### src/rtl/tlb_unit.sv
// tlb_unit: joint TLB executing TLBP/TLBR/TLBWI/TLBWR plus one instruction and one data lookup per cycle.
// Define TLB_PAGEMASK_EN to store PageMask for variable page sizes; otherwise pages are fixed at 4 KB.
module tlb_unit #(
    parameter int TLB_NUM = 16
) (
    input  logic        clk,
    input  logic        rst,
    input  logic        cmd_valid,
    input  logic [3:0]  cmd_type,
    output logic        busy,
    output logic        cmd_done,
    input  logic [31:0] cp0_index,
    input  logic [31:0] cp0_entry_hi,
    input  logic [31:0] cp0_entry_lo0,
    input  logic [31:0] cp0_entry_lo1,
    input  logic [31:0] cp0_page_mask,
    input  logic [31:0] cp0_random,
    output logic [31:0] index_out,
    output logic [31:0] entry_hi_out,
    output logic [31:0] entry_lo0_out,
    output logic [31:0] entry_lo1_out,
    output logic [31:0] page_mask_out,
    input  logic [31:0] inst_vaddr,
    input  logic [31:0] data_vaddr,
    input  logic        data_is_write,
    output logic [31:0] inst_paddr,
    output logic [31:0] data_paddr,
    output logic        inst_refill,
    output logic        inst_invalid,
    output logic        data_refill,
    output logic        data_invalid,
    output logic        data_modify,
    output logic        inst_cached,
    output logic        data_cached
);
    localparam int IW = $clog2(TLB_NUM);
    localparam logic [1:0] IDLE = 2'd0, PROBE = 2'd1, RESP = 2'd2;

    typedef struct packed {
        logic [18:0] vpn2;
        logic [7:0]  asid;
        logic        g;
        logic [11:0] mask;
        logic [19:0] pfn0, pfn1;
        logic [2:0]  c0, c1;
        logic        d0, d1, v0, v1;
    } entry_t;

    typedef struct packed {
        logic [31:0] paddr;
        logic        refill, invalid, modify, cached;
    } xlat_t;

    entry_t             tlb [TLB_NUM];
    entry_t             wdata, rd;
    logic [TLB_NUM-1:0] present, probe_vec, inst_hit, data_hit, probe_hit;
    logic [1:0]         state;
    logic [IW-1:0]      widx, ridx;
    logic               accept, wr_en, unused;
    xlat_t              inst_x, data_x;

    function automatic logic hit(input entry_t e, input logic p, input logic [18:0] vpn2, input logic [7:0] asid);
        return p && ((e.vpn2 & ~{7'b0, e.mask}) == (vpn2 & ~{7'b0, e.mask})) && (e.g || e.asid == asid);
    endfunction

    function automatic logic [IW-1:0] first(input logic [TLB_NUM-1:0] v);
        first = '0;
        for (int i = TLB_NUM - 1; i >= 0; i--)
            if (v[i]) first = IW'(i);
    endfunction

    function automatic xlat_t xlate(input entry_t e, input logic found, input logic [31:0] va, input logic wr);
        logic [12:0] sel;
        logic        odd;
        logic [19:0] pfn, m;
        xlate = '0;
        // the even/odd select is the first vaddr bit above the (contiguous) mask
        sel = ~{1'b0, e.mask} & {e.mask, 1'b1};
        odd = |(va[24:12] & sel);
        pfn = odd ? e.pfn1 : e.pfn0;
        m   = {8'b0, e.mask};
        if (va[31:30] == 2'b10) begin
            xlate.paddr  = {3'b0, va[28:0]};
            xlate.cached = ~va[29];
        end else if (!found) begin
            xlate.refill = 1'b1;
        end else begin
            xlate.paddr   = {(pfn & ~m) | (va[31:12] & m), va[11:0]};
            xlate.cached  = (odd ? e.c1 : e.c0) == 3'd3;
            xlate.invalid = ~(odd ? e.v1 : e.v0);
            xlate.modify  = (odd ? e.v1 : e.v0) & wr & ~(odd ? e.d1 : e.d0);
        end
    endfunction

    always_comb begin
        inst_hit  = '0;
        data_hit  = '0;
        probe_hit = '0;
        for (int i = 0; i < TLB_NUM; i++) begin
            inst_hit[i]  = hit(tlb[i], present[i], inst_vaddr[31:13], cp0_entry_hi[7:0]);
            data_hit[i]  = hit(tlb[i], present[i], data_vaddr[31:13], cp0_entry_hi[7:0]);
            probe_hit[i] = hit(tlb[i], present[i], cp0_entry_hi[31:13], cp0_entry_hi[7:0]);
        end
    end

    always_comb begin
        wdata      = '0;
        wdata.vpn2 = cp0_entry_hi[31:13];
        wdata.asid = cp0_entry_hi[7:0];
        wdata.g    = cp0_entry_lo0[0] & cp0_entry_lo1[0];
`ifdef TLB_PAGEMASK_EN
        wdata.mask = cp0_page_mask[24:13];
`else
        wdata.mask = '0;
`endif
        wdata.pfn0 = cp0_entry_lo0[25:6];
        wdata.c0   = cp0_entry_lo0[5:3];
        wdata.d0   = cp0_entry_lo0[2];
        wdata.v0   = cp0_entry_lo0[1];
        wdata.pfn1 = cp0_entry_lo1[25:6];
        wdata.c1   = cp0_entry_lo1[5:3];
        wdata.d1   = cp0_entry_lo1[2];
        wdata.v1   = cp0_entry_lo1[1];
    end

    assign ridx   = cp0_index[IW-1:0];
    assign widx   = cmd_type[3] ? cp0_random[IW-1:0] : cp0_index[IW-1:0];
    assign rd     = present[ridx] ? tlb[ridx] : '0;
    assign accept = rst && state == IDLE && cmd_valid && $onehot(cmd_type);
    assign wr_en  = accept && (cmd_type[3] || cmd_type[2]);
    assign inst_x = xlate(tlb[first(inst_hit)], |inst_hit, inst_vaddr, 1'b0);
    assign data_x = xlate(tlb[first(data_hit)], |data_hit, data_vaddr, data_is_write);
    assign busy     = state != IDLE;
    assign cmd_done = state == RESP;
    assign unused = ^{cp0_index[31:IW], cp0_random[31:IW], cp0_entry_hi[12:8], cp0_entry_lo0[31:26],
                      cp0_entry_lo1[31:26], cp0_page_mask, inst_x.modify};

    always_ff @(posedge clk)
        if (wr_en) tlb[widx] <= wdata;

    always_ff @(posedge clk) begin
        if (!rst) begin
            state         <= IDLE;
            present       <= '0;
            probe_vec     <= '0;
            index_out     <= '0;
            entry_hi_out  <= '0;
            entry_lo0_out <= '0;
            entry_lo1_out <= '0;
            page_mask_out <= '0;
            inst_paddr    <= '0;
            data_paddr    <= '0;
            inst_refill   <= 1'b0;
            inst_invalid  <= 1'b0;
            inst_cached   <= 1'b0;
            data_refill   <= 1'b0;
            data_invalid  <= 1'b0;
            data_modify   <= 1'b0;
            data_cached   <= 1'b0;
        end else begin
            inst_paddr   <= inst_x.paddr;
            inst_refill  <= inst_x.refill;
            inst_invalid <= inst_x.invalid;
            inst_cached  <= inst_x.cached;
            data_paddr   <= data_x.paddr;
            data_refill  <= data_x.refill;
            data_invalid <= data_x.invalid;
            data_modify  <= data_x.modify;
            data_cached  <= data_x.cached;
            if (accept) begin
                state     <= cmd_type[0] ? PROBE : RESP;
                probe_vec <= probe_hit;
                if (wr_en) present[widx] <= 1'b1;
                if (cmd_type[1]) begin
                    entry_hi_out  <= {rd.vpn2 & ~{7'b0, rd.mask}, 5'b0, rd.asid};
                    entry_lo0_out <= {6'b0, rd.pfn0 & ~{8'b0, rd.mask}, rd.c0, rd.d0, rd.v0, rd.g};
                    entry_lo1_out <= {6'b0, rd.pfn1 & ~{8'b0, rd.mask}, rd.c1, rd.d1, rd.v1, rd.g};
                    page_mask_out <= {7'b0, rd.mask, 13'b0};
                end
            end else if (state == PROBE) begin
                state     <= RESP;
                index_out <= |probe_vec ? {{(32-IW){1'b0}}, first(probe_vec)} : 32'h8000_0000;
            end else if (state == RESP) begin
                state <= IDLE;
            end
        end
    end
endmodule

### config.mk
export PLATFORM = sky130hd
export DESIGN_NAME = tlb_unit
export DESIGN_NICKNAME = d
export VERILOG_FILES = /design/src/rtl/tlb_unit.sv
export SDC_FILE = /design/constraint.sdc
export NUM_CORES = 2
export LEC_CHECK = 0
export BUFFER_PORTS_ARGS = -buffer_cell sky130_fd_sc_hd__buf_2
export CORE_MARGIN = 5
export CORE_UTILIZATION = 40
export DETAILED_ROUTE_END_ITERATION = 10
export SYNTH_ARGS = -nofsm -noshare
export SYNTH_HDL_FRONTEND = slang
export SYNTH_SLANG_ARGS = --single-unit
### constraint.sdc
create_clock -name clk -period 7 [get_ports clk]
set_clock_uncertainty 0.15 [all_clocks]
set_input_delay 0 -clock clk [delete_from_list [all_inputs] [get_ports clk]]
set_output_delay 0 -clock clk [all_outputs]
set_load 0.005 [all_outputs]
Word-level counts from Yosys, hierarchy flattened
Memory sizes are Yosys's and may differ from the RTL's.
Index checks and enable logic that the tools add are counted.

word-level totals
  memories kept = 1
  memory bits (writable) = 1248
  input port bits = 264
  output and inout bits = 233
  register bits after elaboration = 228
  logic and storage cells = 420

cells by class
  muxes and demuxes = 78
  magnitude comparators = 3
  bitwise logic cells = 112
  add/subtract/negate cells = 3
  eq/ne operators = 71
  reductions and logical operators = 133

memories
  name  depth  bits a word  rd ports  clocked after memory_dff  wr ports  line  text
  tlb   16     78           19        0                         1         54    entry_t tlb [TLB_NUM];

operators by type and width
  kind                    number
  $and 19x19->19          65
  $eq 19x19->1            48
  $not 12->19 const A     16
  $mux 4                  49
  $eq 8x8->1              16
  $mux 29                 4
  $logic_and 1x1->1       101
  $mux 90                 1
  $and 20x20->20          4
  $reduce_or 16->1        3
  $and 20x12->20 const B  2
  $mux 20                 2
  $not 12->20 const A     2
  $or 20x20->20           2
  $mux 32                 1
  $and 13x13->13          2
  $and 13x13->13 const B  2
  $not 12->13 const A     2
  $reduce_or 13->1        2
  $not 12->20             1
  $not 12->19             1
  $logic_or 1x1->1        17
  $or 16x16->16           1
  $mux 1                  13
  20 further kinds        43

Logic depth before layout (Yosys ltp)
An unclocked memory read counts as a cell.

  depth after elaboration = 27
  mapped depth = 19
  gate-level depth less buffers = 12

Worst setup path before layout
Ideal clock, no wire load.

  kind = input port to flip-flop
  start = input port cmd_type[3]
  end = memory tlb[13][0] (netlist name), enable pin
  arrival time = 5.398 ns
  stages = 10
  data required time = 6.333 ns
  library setup time = 0.517 ns
  buffers on the path = 1
  slack = 0.935 ns
  cells stage by stage = clkbuf_1 inv_1 fa_1 inv_1 ha_1 ha_1 nor3b_1 nand4b_1 or3_1 nor2_1

between the ends
  word-level cells in the longest chain between the ends = 7
  elaborated cells between the ends (all ways) = 9
  those cells by class = add/sub (2); eq/ne (1); mux (3); reduce/logical (3)

ends and longest elaborated chain
  item                               line  text
  start, declared                    9     input logic [3:0] cmd_type,
  $add 1x1->2 (not written as such)  129   assign accept = rst && state == IDLE && cmd_valid && $onehot(cmd_type);
  $add 2x2->3 (not written as such)  129
  $eq 3x1->1                         129
  $logic_and 1x1->1                  129
  $logic_and 1x1->1                  130   assign wr_en = accept && (cmd_type[3] || cmd_type[2]);
  $mux 1                             139   if (wr_en) tlb[widx] <= wdata;
  $mux 1 (not written as such)       139
  end, declared                      54

Parallel ways exist; a longest one is shown, timed or not.

==> flow_summary.json <==
{
  "power_switching_mw": 4.90,
  "cp.arrival_ns": 6.50,
  "cts_setup_buffers": 0,
  "synth_warnings": 0,
  "fin_crit_ns": 5.84,
  "ys_types": 92,
  "synth_mux_area_share_pct": 18.1,
  "rows": 166,
  "startpoint": "tlb[2][54]$_DFFE_PP_",
  "fillers": 17800,
  "crit_path_cell_trace": "xor2_1, nor4_1, a21oi_1, and4b_1, nor2_2, buf_4, nand2_1, nor2_4, nand2_1, o32ai_1, o31a_1, a22o_1",
  "crit_path_max_incr_delay_ns": 0.98,
  "final_antenna_net_count": 0,
  "layout-area-overhead-vs-synth_pct": 14.8,
  "drtIter0Drc": 9425,
  "ir_drop_mv": 0.268,
  "seq_area_frac_synth_pct": 50.3,
  "hold_viol": 0,
  "htree_levels": 4,
  "viasPerCell": 6.53,
  "grt_setup_unrepaired": "no",
  "drc_errors": 2,
  "setup_tns_ns": 0,
  "total_leakage_power_nw": 30.8,
  "async_flop_share_pct": 0,
  "slew_headroom_pct": 9.99,
  "slew_viol_final": 0,
  "hold_class": "primary input to register",
  "fmax_mhz": 171,
  "critPathCaptureType": "register",
  "final_cell_mix": "edfxtp_1 (1248), xnor2_1 (698), nand2_1 (460), mux2i_1 (445), mux4_2 (442)",
  "gp_congestion": 0.996,
  "critPathSlowestCell": "nand2_1",
  "clk_latency_ns": 0.87,
  "register_area_um2": 41200,
  "dieArea_um2": 214000,
  "violations": "design-rule violations",
  "path_class": "register to register",
  "final_common_cell": "edfxtp_1",
  "sw_frac_of_total_pct": 24.5,
  "rr_startpoint": "tlb[2][54]$_DFFE_PP_",
  "grtUsageTotal_pct": 30.4,
  "powerDensity_nw_per_um2": 212,
  "clock_sinks": 1436,
  "hp-start": "rst",
  "synth_fa_ha_area_share_pct": 0.0550,
  "grt_max_degree": 105,
  "coreArea_um2": 204000,
  "clk_pin_slew_ns": 0.06,
  "worst_pin_slew_ns": 1.35,
  "seq_power_share_pct": 46.8,
  "final.period_utilization_pct": 83.5,
  "critPathTopFamily": "simple AND/OR/NAND/NOR gates",
  "required_ns": 7.66,
  "antenna_found_initial": 25,
  "multiInputGateArea_um2": 37900,
  "start_util_pct": 40.1,
  "grt_pass1_vias": 59900,
  "crit_top_cell": "nand2_1",
  "die_w_um": 463,
  "synth_edf_count": 1248,
  "wl_per_cell_um": 35.7,
  "dpl_cell_area_um2": 86200,
  "drive_above_1_share_pct": 19.9,
  "portBuffers": 315,
  "power_frac_comb_pct": 8.3,
  "p_total_mw": 20.0,
  "setup_violations": 0,
  "p_int_mw": 15.1,
  "yosys.area_share.simple_pct": 8.15,
  "cp_num_buf_inv": 1,
  "crit_path_start_kind": "register",
  "crit_fanout": 24,
  "wirelength_um": 338000,
  "status": "finished, violations left",
  "pwr-share-clk_pct": 44.9,
  "synth_xor_xnor_area_share_pct": 11.1,
  "overflow": 0,
  "cts_tree": "done",
  "cap_violations": 0,
  "syn_area_um2": 81900,
  "synth_top_family_by_area": "multiplexers",
  "final_nets": 6879,
  "cts_buffer_depth": 3,
  "synth-compound-area-share_pct": 8.07,
  "ys_ff_latch": 1436,
  "die_y_um": 463,
  "holdWs_ns": 0.0642,
  "cts_buffers": 163,
  "grt_pass1_wl_um": 468000,
  "vias": 61800,
  "syn_avg_cell_area_um2": 13.2,
  "drt-pass1-iter-count": 9,
  "yosys_most_used_dff": "edfxtp_1",
  "hpwl_um": 217000,
  "pin_count": 497,
  "finish.instance_area_um2": 94100,
  "synthCells": 6223,
  "cts-root-buf": "clkbuf_16"
}
## routing by layer
metal	GRT usage, %	share of wire, %	vias up	wire length [um]
met5	0	0.016	-	54
met4	16.1	6.4	8	21500
met3	9.60	13	1027	45100
met2	45.4	43	5042	145000
met1	39.8	37	31000	126000
li1	-	-	24700	-
## synthesized netlist by cell type, drive strengths merged (132+ instances only)
library cell	instances	area [um2]
nand4	191	1210
buf	342	2240
clkbuf	242	908
mux4	442	9950
dfxtp	188	3760
edfxtp	1248	37500
xor2	342	3000
a21oi	132	683
xnor2	698	6110
nand2	462	1730
a211oi	188	1410
mux2i	445	4450
nand3	134	671
## repair_timing
action	4_1_cts	5_1_grt
hold buffers	213	0
endpoints found under the hold margin	1407	0
gates resized for setup	0	0
## sequential cells by signal (all words and copies together), names as in the netlist
signal,flops
probe_vec,16
state,2
data_paddr,32
tlb,1248
inst_invalid,1
data_modify,1
index_out,5
present,16
data_invalid,1
entry_hi_out,27
inst_refill,1
data_refill,1
entry_lo0_out,25
data_cached,1
inst_paddr,32
entry_lo1_out,26
inst_cached,1
## power groups by stage
stage	clock network [mW]	registers [mW]	logic [mW]
final	8.96	9.35	1.66
after global routing	9.43	9.35	1.70
after CTS	9.06	9.35	1.61
after detailed placement	0	9.53	1.50
after global placement	0	9.53	1.50
after floorplan	0	9.53	0.912
## cell type report
cell class                 count  share of cell area (%)
clock buffer                 208                    4.63
clock inverter               100                    1.36
antenna                       17                  0.0452
sequential                  1436                    43.8
timing repair buffer         733                    6.01
multi-input combinational   4213                    40.3
tap                         2688                    3.58
inverter                      65                   0.259
## path summary, 6_finish.rpt
kind              slack (ns)  cells after the start                              to
setup reg to reg        1.16                     12       data_paddr[23]$_SDFF_PN0_
setup / recovery        1.16                     12       data_paddr[23]$_SDFF_PN0_
hold / removal          0.06                      3  entry_lo0_out[14]$_SDFFE_PN0P_
hold reg to reg         0.31                      2   entry_hi_out[29]$_SDFFE_PN0P_
## logic make-up (layout without fill, tap and decap cells)
| family | Yosys count | in the layout |
|---|---|---|
| other cells | 1 | 93 |
| simple gates | 1267 | 1267 |
| xor+xnor | 1040 | 1040 |
| mux | 926 | 926 |
| buf+inv | 649 | 1106 |
| compound gates | 901 | 901 |
| flops | 1436 | 1436 |
| fa+ha+maj | 3 | 3 |
## worst reg2reg max path: stages (launching register included)
cell      delay [ns]
edfxtp_1        0.39
xor2_1          0.16
nor4_1          0.10
a21oi_1         0.74
and4b_1         0.39
nor2_2          0.33
buf_4           0.37
nand2_1         0.26
nor2_4          0.95
nand2_1         1.00
o32ai_1         0.68
o31a_1          0.18
a22o_1          0.12
## metrics by stage
step,util [%],std cells,setup WS (ns)
finish,46.1,9460,1.16
global route,46.1,9450,1.05
CTS,46.0,9443,1.39
detailed placement,42.2,8922,1.16
global placement,42.2,8922,1.23
floorplan,-,6298,0.935
No activity file was read; power rests on OpenSTA's default activity.
